`config.mk`:
```
export PLATFORM = sky130hd
export DESIGN_NAME = key_debouncer
export DESIGN_NICKNAME = d
export VERILOG_FILES = /design/src/rtl/key_debouncer.sv
export SDC_FILE = /design/constraint.sdc
export NUM_CORES = 1
export LEC_CHECK = 0
export CAP_MARGIN = 20
export CORE_MARGIN = 5
export CORE_UTILIZATION = 60
export CTS_CLUSTER_SIZE = 16
export DETAILED_ROUTE_END_ITERATION = 8
export PLACE_DENSITY_LB_ADDON = 0.25
export SLEW_MARGIN = 20
export SYNTH_ARGS = -nofsm -noshare
export SYNTH_HDL_FRONTEND = slang
export SYNTH_SLANG_ARGS = --single-unit
```
`constraint.sdc`:
```
create_clock -name clk -period 3.64 [get_ports clk]
set_clock_uncertainty 0.15 [all_clocks]
set_input_delay 0.546 -clock clk [delete_from_list [all_inputs] [get_ports clk]]
set_output_delay 0.546 -clock clk [all_outputs]
set_load 0.02 [all_outputs]
```
`src/rtl/key_debouncer.sv`:
```
// Push-button debouncer: two-flop synchroniser, per-edge stability filter FSM,
// and registered level / press / release outputs for a downstream counter stage.
module key_debouncer #(
  parameter int unsigned STABLE_CYCLES = 50000,
  parameter bit          ACTIVE_LOW    = 1'b1
) (
  input  logic clk,
  input  logic rst,
  input  logic key_raw,
  output logic key_level,
  output logic key_press,
  output logic key_release
);

  localparam int unsigned CNT_W = $clog2(STABLE_CYCLES);
  localparam logic [CNT_W-1:0] CNT_MAX = CNT_W'(STABLE_CYCLES - 1);
  localparam logic [CNT_W-1:0] CNT_ONE = CNT_W'(1);
  localparam logic [CNT_W-1:0] CNT_ZERO = CNT_W'(0);

  typedef enum logic [1:0] {
    RELEASED     = 2'd0,
    WAIT_PRESS   = 2'd1,
    PRESSED      = 2'd2,
    WAIT_RELEASE = 2'd3
  } state_t;

  logic             s1_q;
  logic             s2_q;
  logic             k;
  state_t           state_q, state_d;
  logic [CNT_W-1:0] cnt_q, cnt_d;
  logic             level_q, level_d;
  logic             press_q, press_d;
  logic             release_q, release_d;

  // Synchroniser idles at the inactive pad level so reset never looks like a press.
  always_ff @(posedge clk or posedge rst) begin
    if (rst) begin
      s1_q <= ACTIVE_LOW;
      s2_q <= ACTIVE_LOW;
    end else begin
      s1_q <= key_raw;
      s2_q <= s1_q;
    end
  end

  assign k = s2_q ^ ACTIVE_LOW;

  always_ff @(posedge clk or posedge rst) begin
    if (rst) begin
      state_q   <= RELEASED;
      cnt_q     <= CNT_ZERO;
      level_q   <= 1'b0;
      press_q   <= 1'b0;
      release_q <= 1'b0;
    end else begin
      state_q   <= state_d;
      cnt_q     <= cnt_d;
      level_q   <= level_d;
      press_q   <= press_d;
      release_q <= release_d;
    end
  end

  // Any sample opposite to the candidate level drops back and restarts the filter.
  always_comb begin
    state_d   = state_q;
    cnt_d     = cnt_q;
    press_d   = 1'b0;
    release_d = 1'b0;
    case (state_q)
      RELEASED: begin
        if (k) begin
          state_d = WAIT_PRESS;
          cnt_d   = CNT_ONE;
        end else begin
          cnt_d   = CNT_ZERO;
        end
      end
      WAIT_PRESS: begin
        if (!k) begin
          state_d = RELEASED;
          cnt_d   = CNT_ZERO;
        end else if (cnt_q == CNT_MAX) begin
          state_d = PRESSED;
          cnt_d   = CNT_ZERO;
          press_d = 1'b1;
        end else begin
          cnt_d   = cnt_q + CNT_ONE;
        end
      end
      PRESSED: begin
        if (!k) begin
          state_d = WAIT_RELEASE;
          cnt_d   = CNT_ONE;
        end else begin
          cnt_d   = cnt_q;
        end
      end
      WAIT_RELEASE: begin
        if (k) begin
          state_d   = PRESSED;
          cnt_d     = CNT_ZERO;
        end else if (cnt_q == CNT_MAX) begin
          state_d   = RELEASED;
          cnt_d     = CNT_ZERO;
          release_d = 1'b1;
        end else begin
          cnt_d     = cnt_q + CNT_ONE;
        end
      end
      default: begin
        state_d = RELEASED;
        cnt_d   = CNT_ZERO;
      end
    endcase
    level_d = (state_d == PRESSED) || (state_d == WAIT_RELEASE);
  end

  assign key_level   = level_q;
  assign key_press   = press_q;
  assign key_release = release_q;

endmodule

```
==> results of run 1 <==
## power groups by stage
| stage | Combinational [mW] | Sequential (mW) | Clock, mW |
|---|---|---|---|
| floorplan | 0.0174 | 0.267 | 0 |
| global placement | 0.0214 | 0.268 | 0 |
| detailed placement | 0.0225 | 0.269 | 0 |
| CTS | 0.0225 | 0.264 | 0.120 |
| global route | 0.0258 | 0.265 | 0.130 |
| finish | 0.0220 | 0.264 | 0.115 |
## routing by layer
metal	routed length, um	vias to the layer above	GRT usage, %
li1	-	481	-
met1	1080	475	24.0
met2	1160	40	27.4
met3	141	8	2.55
met4	56	0	9.38
met5	0	-	0
## worst max-delay path, cell delays in order, from the launching register on
cell and delay [ns]:
dfrtp_1 0.46, ha_1 0.25, and3_1 0.22, and4_1 0.79
nand2_1 0.26, and2_1 0.23
## synthesized netlist by cell type (3+ instances only)
master,number
nor3b_1,3
nor2_1,5
a22o_1,6
nand4_1,3
inv_1,6
nand2_1,8
buf_6,3
o21a_1,5
nor3_1,11
nand3_1,5
nor4b_1,3
o31ai_1,5
nor4_1,5
dfrtp_1,21
o21ai_0,3
## metrics by stage
step,instances,utilization [%],instance area [um^2],total power [mW],setup slack (ns)
CTS,154,66.3,1310,0.406,1.24
global route,154,66.3,1310,0.421,1.01
finish,154,66.3,1310,0.401,1.20
global placement,150,64.9,1290,0.290,1.30
detailed placement,150,64.9,1290,0.291,1.26
floorplan,125,-,1260,0.285,1.75
## path summary, 6_finish.rpt
| path | end | from | slack [ns] | cells after the start |
|---|---|---|---|---|
| max | state_q[0]$_DFF_PP0_ | cnt_q[0]$_DFFE_PP0P_ | 1.20 | 5 |
| min | s2_q$_DFF_PP1_ | s1_q$_DFF_PP1_ | 0.22 | 0 |
| max reg2reg | state_q[0]$_DFF_PP0_ | cnt_q[0]$_DFFE_PP0P_ | 1.20 | 5 |
| min reg2reg | s2_q$_DFF_PP1_ | s1_q$_DFF_PP1_ | 0.22 | 0 |
| max in group asynchronous | cnt_q[0]$_DFFE_PP0P_ | rst | 2.26 | 2 |
| min in group asynchronous | cnt_q[6]$_DFFE_PP0P_ | rst | 0.55 | 2 |
## state kept, by name (all words and copies together), names as in the netlist
name	cells
key_level	1
key_release	1
s2_q	1
state_q	2
cnt_q	16
key_press	1
s1_q	1
## kinds of logic after synthesis
| group | synth area share [%] |
|---|---|
| XOR/XNOR | 1.39 |
| adder cells (fa/ha/maj) | 0.995 |
| AO/OA/AOI/OAI | 20.1 |
| buffers and inverters | 6.17 |
| AND/OR/NAND/NOR | 24.5 |
| multiplexers | 0.895 |
| flip-flops | 46.0 |
## cell type report
type / instances / area (um^2) / area share, %
clock inverter: 1 / 5.00 / 0.381
sequential: 23 / 578 / 44.0
clock buffer: 3 / 22.5 / 1.71
tap: 27 / 33.8 / 2.57
inverter: 6 / 22.5 / 1.71
timing repair buffer: 5 / 50.0 / 3.81
multi-input combinational: 89 / 602 / 45.8
==> impl_metrics.py, run 1 <==
metrics = {
    "outcome": {
        "status": "finished clean",
    },
    "routing": {
        "via_count": 1004,
        "drtIter0Drc": 38,
        "drc_errors": 0,
        "via_per_inst": 6.52,
        "antenna_left": 0,
        "routedWlPerCell_um": 15.9,
        "routed_wl_mm": 2.45,
        "first_pass_iters": 4,
    },
    "worst_hold_path": {
        "worstHoldPathType": "reg2reg",
    },
    "timing": {
        "setup-tns-final_ns": 0,
        "tightest_slew_ns": 0.889,
        "finalCriticalPeriod_ns": 2.44,
        "rsz0062_at_grt": "false",
        "whs_ns": 0.217,
        "period_share_pct": 67.1,
        "fmax_ghz": 0.410,
        "slew_headroom_pct": 40.8,
        "drv_slew": 0,
        "final_hold_viol_count": 0,
        "setup_violations": 0,
    },
    "die": {
        "start_util_pct": 63.4,
        "die_area_mm2": 0.00311,
        "io_pins": 6,
        "rows": 16,
        "core_area_mm2": 0.00198,
        "fp.dieH_um": 55.8,
        "die_w_um": 55.8,
    },
    "yosys": {
        "yosysWarnings": 0,
        "ys.flop_type": "dfrtp_1",
        "avgSynthCellArea_um2": 10.1,
        "synthesis.area_mm2": 0.00126,
        "synthDominantCellAreaShare_pct": 41.8,
        "synth_cell_type_count": 40,
        "synthCells": 125,
        "syn-num-nets": 129,
        "synth_top_area_cell": "dfrtp_1",
        "synth_edf_count": 0,
        "async_flop_share_pct": 100,
        "synth_area_leaders": "dfrtp_1, nor3_1, dfstp_2",
        "yosysSeqAreaShare_pct": 46.0,
        "synth_seq_cells": 23,
    },
    "power_and_ir_drop": {
        "pwr-share-comb_pct": 5.5,
        "swShare_pct": 23.1,
        "powerDensity_mw_per_mm2": 306,
        "leakagePower_nw": 0.515,
        "vdd_drop_max_mv": 0.277,
        "pwr-share-clk_pct": 28.7,
        "intPower_mw": 0.309,
        "seqPwrFrac_pct": 65.8,
        "p_switching_mw": 0.0929,
    },
    "place": {
        "place.gp.congestion": 0.847,
        "io_buffers": 5,
        "hpwlAfterDp_mm": 1.74,
    },
    "clock_tree": {
        "cts_resized": 0,
        "root_buffer": "clkbuf_4",
        "htreeDepth": 1,
        "cts_sinks": 23,
        "cts_tree": "built",
        "cts_setup_buffers": 0,
        "worstSkewPairLatency_ns": 0.30,
        "max-clock-path-buffers": 2,
        "ctsHoldBuffers": 0,
        "clk_pin_slew_worst_paths_ns": 0.13,
        "cts_made_buffers": 3,
    },
    "setup_path": {
        "required_ns": 3.70,
        "timing_worst_setup_path_type": "reg2reg",
        "critPathMaxFanout": 25,
        "end_kind": "register",
        "arrival_ns": 2.50,
        "worstSetupStartpointType": "register",
    },
    "global_route": {
        "antenna_found_initial": 0,
        "grt_max_degree": 26,
        "overflow": 0,
        "grt_pass1_wl_mm": 4.53,
        "gr-usage-all-layers_pct": 17.8,
        "first_global_vias": 981,
    },
    "job": {
        "cap_violations": 0,
    },
    "layout": {
        "antennaDiodeCount": 0,
        "syn2layout_area_growth_pct": 4.48,
        "layout_common_cells": "dfrtp_1, nor3_1, nand2_1, inv_1, a22o_1",
        "fin_nets": 132,
        "final_common_cell": "dfrtp_1",
        "drive_gt1_share_pct": 8.66,
        "num-fill-cells": 156,
    },
}
(Power assumes the default switching activity.)
==> inputs of run 2 (changes only) <==
CORE_UTILIZATION = 52   (was 60)
clock period = 2 ns   (was 3.64 ns; I/O delays follow)
==> impl_metrics.py, run 2 (synthesis results as in run 1) <==
metrics = {
    "global_route": {
        "first_global_vias": 965,
        "grt_pass1_wl_mm": 4.28,
        "antenna_found_initial": 0,
        "gr-usage-all-layers_pct": 15.9,
        "overflow": 0,
        "grt_max_degree": 26,
    },
    "die": {
        "start_util_pct": 55.8,
        "die_area_mm2": 0.00350,
        "die_w_um": 59.2,
        "io_pins": 6,
        "core_area_mm2": 0.00225,
        "rows": 17,
        "fp.dieH_um": 59.2,
    },
    "layout": {
        "final_cells": 163,
        "num-fill-cells": 211,
        "drive_gt1_share_pct": 14.8,
        "top_regs": "cnt_q (16), state_q (2)",
        "layout_common_cells": "dfrtp_1, nor3_1, nand2_1, buf_4",
        "multi_input_area_um2": 614,
        "regArea_um2": 578,
        "utilization_pct": 62.0,
        "syn2layout_area_growth_pct": 11.2,
        "largest_reg_flops": 16,
        "antennaDiodeCount": 0,
        "final_common_cell": "dfrtp_1",
        "largest-register": "cnt_q",
        "fin_nets": 140,
        "final_cell_area_mm2": 0.00140,
    },
    "clock_tree": {
        "worstSkewPairLatency_ns": 0.30,
        "cts_tree": "built",
        "clk_pin_slew_worst_paths_ns": 0.12,
        "cts_sinks": 23,
        "cts_setup_buffers": 0,
        "cts_made_buffers": 3,
        "htreeDepth": 1,
        "root_buffer": "clkbuf_4",
        "max-clock-path-buffers": 2,
    },
    "setup_path": {
        "r2r-end": "cnt_q[10]$_DFFE_PP0P_",
        "end_kind": "register",
        "arrival_ns": 2.00,
        "rr_startpoint": "cnt_q[0]$_DFFE_PP0P_",
        "required_ns": 2.10,
        "crit_start": "cnt_q[0]$_DFFE_PP0P_",
        "critPathMaxFanout": 12,
        "reg2reg_depth": 6,
        "timing_worst_setup_path_type": "reg2reg",
        "regToRegSetupSlack_ns": 0.10,
        "worstSetupStartpointType": "register",
    },
    "routing": {
        "routed_wl_mm": 2.46,
        "drtIter0Drc": 43,
        "antenna_left": 0,
        "drc_errors": 0,
        "via_per_inst": 6.12,
        "via_count": 997,
        "first_pass_iters": 4,
        "routedWlPerCell_um": 15.1,
    },
    "power_and_ir_drop": {
        "powerDensity_mw_per_mm2": 526,
        "total_power_mw": 0.736,
        "vdd_drop_max_mv": 0.367,
        "leakagePower_nw": 0.558,
    },
    "timing": {
        "finalCriticalPeriod_ns": 1.90,
        "slew_headroom_pct": 77.3,
        "final_hold_viol_count": 0,
        "rsz0062_at_grt": "false",
        "setup_violations": 0,
        "fmax_ghz": 0.527,
        "tightest_slew_ns": 0.337,
        "setup-tns-final_ns": 0,
        "drv_slew": 0,
        "setup_ws_ns": 0.102,
        "period_share_pct": 94.9,
        "whs_ns": 0.160,
    },
    "place": {
        "place_inst": 159,
        "place.gp.congestion": 0.807,
        "io_buffers": 5,
        "place_ws_ns": 0.132,
        "place_area_mm2": 0.00136,
        "hpwlAfterDp_mm": 1.76,
    },
    "job": {
        "cap_violations": 0,
    },
    "worst_hold_path": {
        "worstHoldPathType": "in2async",
    },
    "outcome": {
        "status": "finished clean",
    },
}
-- run 2: changes by cell type in the layout (fill, tap and decap cells not counted) --
cell / previous run / this run
buf_12: 0 / 1
buf_4: 0 / 7
clkbuf_1: 0 / 1
clkinv_2: 1 / 0
nor4_1: 5 / 3
nor4_2: 0 / 2
-- run 2: power breakdown --
part | internal, mW | switching (mW)
Combinational | 0.0229 | 0.0288
Sequential | 0.472 | 0.00556
Clock | 0.0777 | 0.129
Total | 0.573 | 0.163
-- run 2: worst max-delay path by stage --
stage          cells past startpoint                    end  slack, ns
2_1_floorplan                      7   cnt_q[7]$_DFFE_PP0P_       0.11
4_1_cts                            6  cnt_q[10]$_DFFE_PP0P_       0.11
6_report                           6  cnt_q[10]$_DFFE_PP0P_       0.10
5_1_grt                            6  cnt_q[10]$_DFFE_PP0P_      0.002
3_3_place_gp                       6   cnt_q[7]$_DFFE_PP0P_       0.20
3_5_place_dp                       6  cnt_q[10]$_DFFE_PP0P_       0.13
-- run 2: critical path, cell delays in order, from the launching register on --
cell      delay, ns
dfrtp_1        0.40
ha_1           0.23
and3_1         0.21
and4_1         0.16
buf_4          0.17
o311ai_0       0.34
o21a_1         0.17
-- run 2: layout make-up --
| cell class | count | area share (%) |
|---|---|---|
| Tap cell | 28 | 2.50 |
| Sequential cell | 23 | 41.3 |
| Inverter | 6 | 1.61 |
| Multi-Input combinational cell | 89 | 43.9 |
| Timing Repair Buffer | 13 | 8.77 |
| Clock buffer | 4 | 1.88 |
-- run 2: repair_timing --
action	CTS	global route
setup endpoints to repair	0	1
hold buffers	0	0
gates resized for setup	0	2
-- run 2: metal layers --
layer	part of all wire [%]	vias up	global-route usage, %	wire length, um
li1	-	499	-	-
met1	51	481	21.7	1240
met2	46	15	25.7	1130
met3	2.9	2	1.96	71
met4	0.69	0	5.83	17
met5	0	-	0	0
==> inputs of run 3 (changes only) <==
GPL_TIMING_DRIVEN = 0   (was not set)
RECOVER_POWER = 50   (was not set)
==> impl_metrics.py, run 3 (synthesis results as in run 1) <==
metrics = {
    "outcome": {
        "status": "finished clean",
    },
    "global_route": {
        "overflow": 0,
        "grt_pass1_wl_mm": 4.39,
        "gr-usage-all-layers_pct": 16.0,
        "first_global_vias": 1015,
        "antenna_found_initial": 0,
        "grt_max_degree": 24,
    },
    "power_and_ir_drop": {
        "total_power_mw": 0.740,
        "leakagePower_nw": 0.553,
        "swShare_pct": 23.5,
        "pwr-share-comb_pct": 6.7,
        "intPower_mw": 0.566,
        "seqPwrFrac_pct": 64.6,
        "p_switching_mw": 0.174,
        "pwr-share-clk_pct": 28.7,
        "vdd_drop_max_mv": 0.425,
        "powerDensity_mw_per_mm2": 526,
    },
    "clock_tree": {
        "root_buffer": "clkbuf_4",
        "clk_pin_slew_worst_paths_ns": 0.13,
        "htreeDepth": 1,
        "ctsHoldBuffers": 0,
        "max-clock-path-buffers": 2,
        "cts_sinks": 23,
        "cts_tree": "built",
        "cts_made_buffers": 3,
        "worstSkewPairLatency_ns": 0.31,
    },
    "layout": {
        "drive_gt1_share_pct": 16.9,
        "layout_common_cells": "dfrtp_1, nor3_1, nand2_1, inv_1, a22o_1",
        "utilization_pct": 62.4,
        "antennaDiodeCount": 0,
        "final_common_cell": "dfrtp_1",
        "largest_reg_flops": 16,
        "largest-register": "cnt_q",
        "syn2layout_area_growth_pct": 11.9,
        "top_regs": "cnt_q (16), state_q (2)",
        "fin_nets": 141,
        "final_cells": 164,
        "final_cell_area_mm2": 0.00141,
    },
    "routing": {
        "drtIter0Drc": 59,
        "first_pass_iters": 4,
        "via_per_inst": 6.31,
        "antenna_left": 0,
        "routedWlPerCell_um": 15.4,
        "routed_wl_mm": 2.53,
        "drc_errors": 0,
        "via_count": 1035,
    },
    "timing": {
        "tightest_slew_ns": 0.835,
        "period_share_pct": 95.1,
        "setup-tns-final_ns": 0,
        "setup_violations": 0,
        "setup_ws_ns": 0.0986,
        "rsz0062_at_grt": "false",
        "slew_headroom_pct": 44.3,
        "final_hold_viol_count": 0,
        "fmax_ghz": 0.526,
        "finalCriticalPeriod_ns": 1.90,
        "whs_ns": 0.223,
        "drv_slew": 0,
    },
    "place": {
        "place_inst": 158,
        "hpwlAfterDp_mm": 1.75,
        "place.gp.congestion": 0.842,
        "place_area_mm2": 0.00134,
        "io_buffers": 5,
        "place_ws_ns": -0.000805,
    },
    "setup_path": {
        "required_ns": 2.11,
        "critPathCapture": "cnt_q[7]$_DFFE_PP0P_",
        "reg2reg_depth": 7,
        "crit_start": "cnt_q[0]$_DFFE_PP0P_",
        "timing_worst_setup_path_type": "reg2reg",
        "worstSetupStartpointType": "register",
        "rr_startpoint": "cnt_q[0]$_DFFE_PP0P_",
        "regToRegSetupSlack_ns": 0.1,
        "arrival_ns": 2.01,
        "r2r-end": "cnt_q[7]$_DFFE_PP0P_",
        "critPathMaxFanout": 10,
        "end_kind": "register",
    },
    "die": {
        "die_area_mm2": 0.00350,
        "core_area_mm2": 0.00225,
        "die_w_um": 59.2,
        "rows": 17,
        "start_util_pct": 55.8,
        "io_pins": 6,
        "fp.dieH_um": 59.2,
    },
    "job": {
        "cap_violations": 0,
    },
    "worst_hold_path": {
        "worstHoldPathType": "reg2reg",
    },
}
==> run 3: cell types whose count changed in the layout (fill, tap and decap cells not counted), sizes merged <==
| cell | before | now |
|---|---|---|
| clkdlybuf4s50 | 5 | 3 |
| clkinv | 0 | 1 |
| dlygate4sd3 | 0 | 2 |
==> run 3: worst max-delay path, stage by stage (launching register included) <==
cell	delay, ns
dfrtp_1	0.41
ha_2	0.21
and3_4	0.18
and4_1	0.15
buf_6	0.13
buf_6	0.14
o41ai_4	0.30
o31a_1	0.17
==> run 3: worst min path at each step <==
| stage | from | to | slack (ns) | cells past startpoint |
|---|---|---|---|---|
| floorplan | rst | cnt_q[0]$_DFFE_PP0P_ | 0.15 | 1 |
| global placement | s1_q$_DFF_PP1_ | s2_q$_DFF_PP1_ | 0.20 | 0 |
| detailed placement | s1_q$_DFF_PP1_ | s2_q$_DFF_PP1_ | 0.20 | 0 |
| CTS | key_raw | s1_q$_DFF_PP1_ | 0.22 | 1 |
| global route | s1_q$_DFF_PP1_ | s2_q$_DFF_PP1_ | 0.23 | 0 |
| finish | s1_q$_DFF_PP1_ | s2_q$_DFF_PP1_ | 0.22 | 0 |
==> run 3: metal layers <==
| metal | track usage [%] | routed length [um] | part of all wire [%] |
|---|---|---|---|
| met1 | 23.0 | 1230 | 49 |
| met2 | 24.4 | 1150 | 45 |
| met3 | 2.18 | 109 | 4.3 |
| met4 | 5.83 | 44 | 1.7 |
| met5 | 0 | 0 | 0 |
==> run 3: layout make-up <==
cell class	instances	area [um^2]
clock inverter	1	5.00
clock buffer	3	22.5
multi-input combinational	89	623
tap	28	35.0
timing repair buffer	7	65.1
sequential	23	578
inverter	6	22.5
buffer	7	56.3
fill	190	847
==> run 3: power groups by stage <==
stage / registers, mW / clock network (mW) / logic [mW]
after global routing: 0.479 / 0.245 / 0.0557
after global placement: 0.489 / 0 / 0.0420
after CTS: 0.478 / 0.223 / 0.0494
after detailed placement: 0.489 / 0 / 0.0432
final: 0.478 / 0.212 / 0.0495
after floorplan: 0.487 / 0 / 0.0317
==> run 3: timing repair <==
action,4_1_cts,5_1_grt
gates cloned,0,0
hold endpoints to repair,0,0
gates resized for setup,0,6
endpoints found under the setup margin,1,5
buffers inserted,2,0
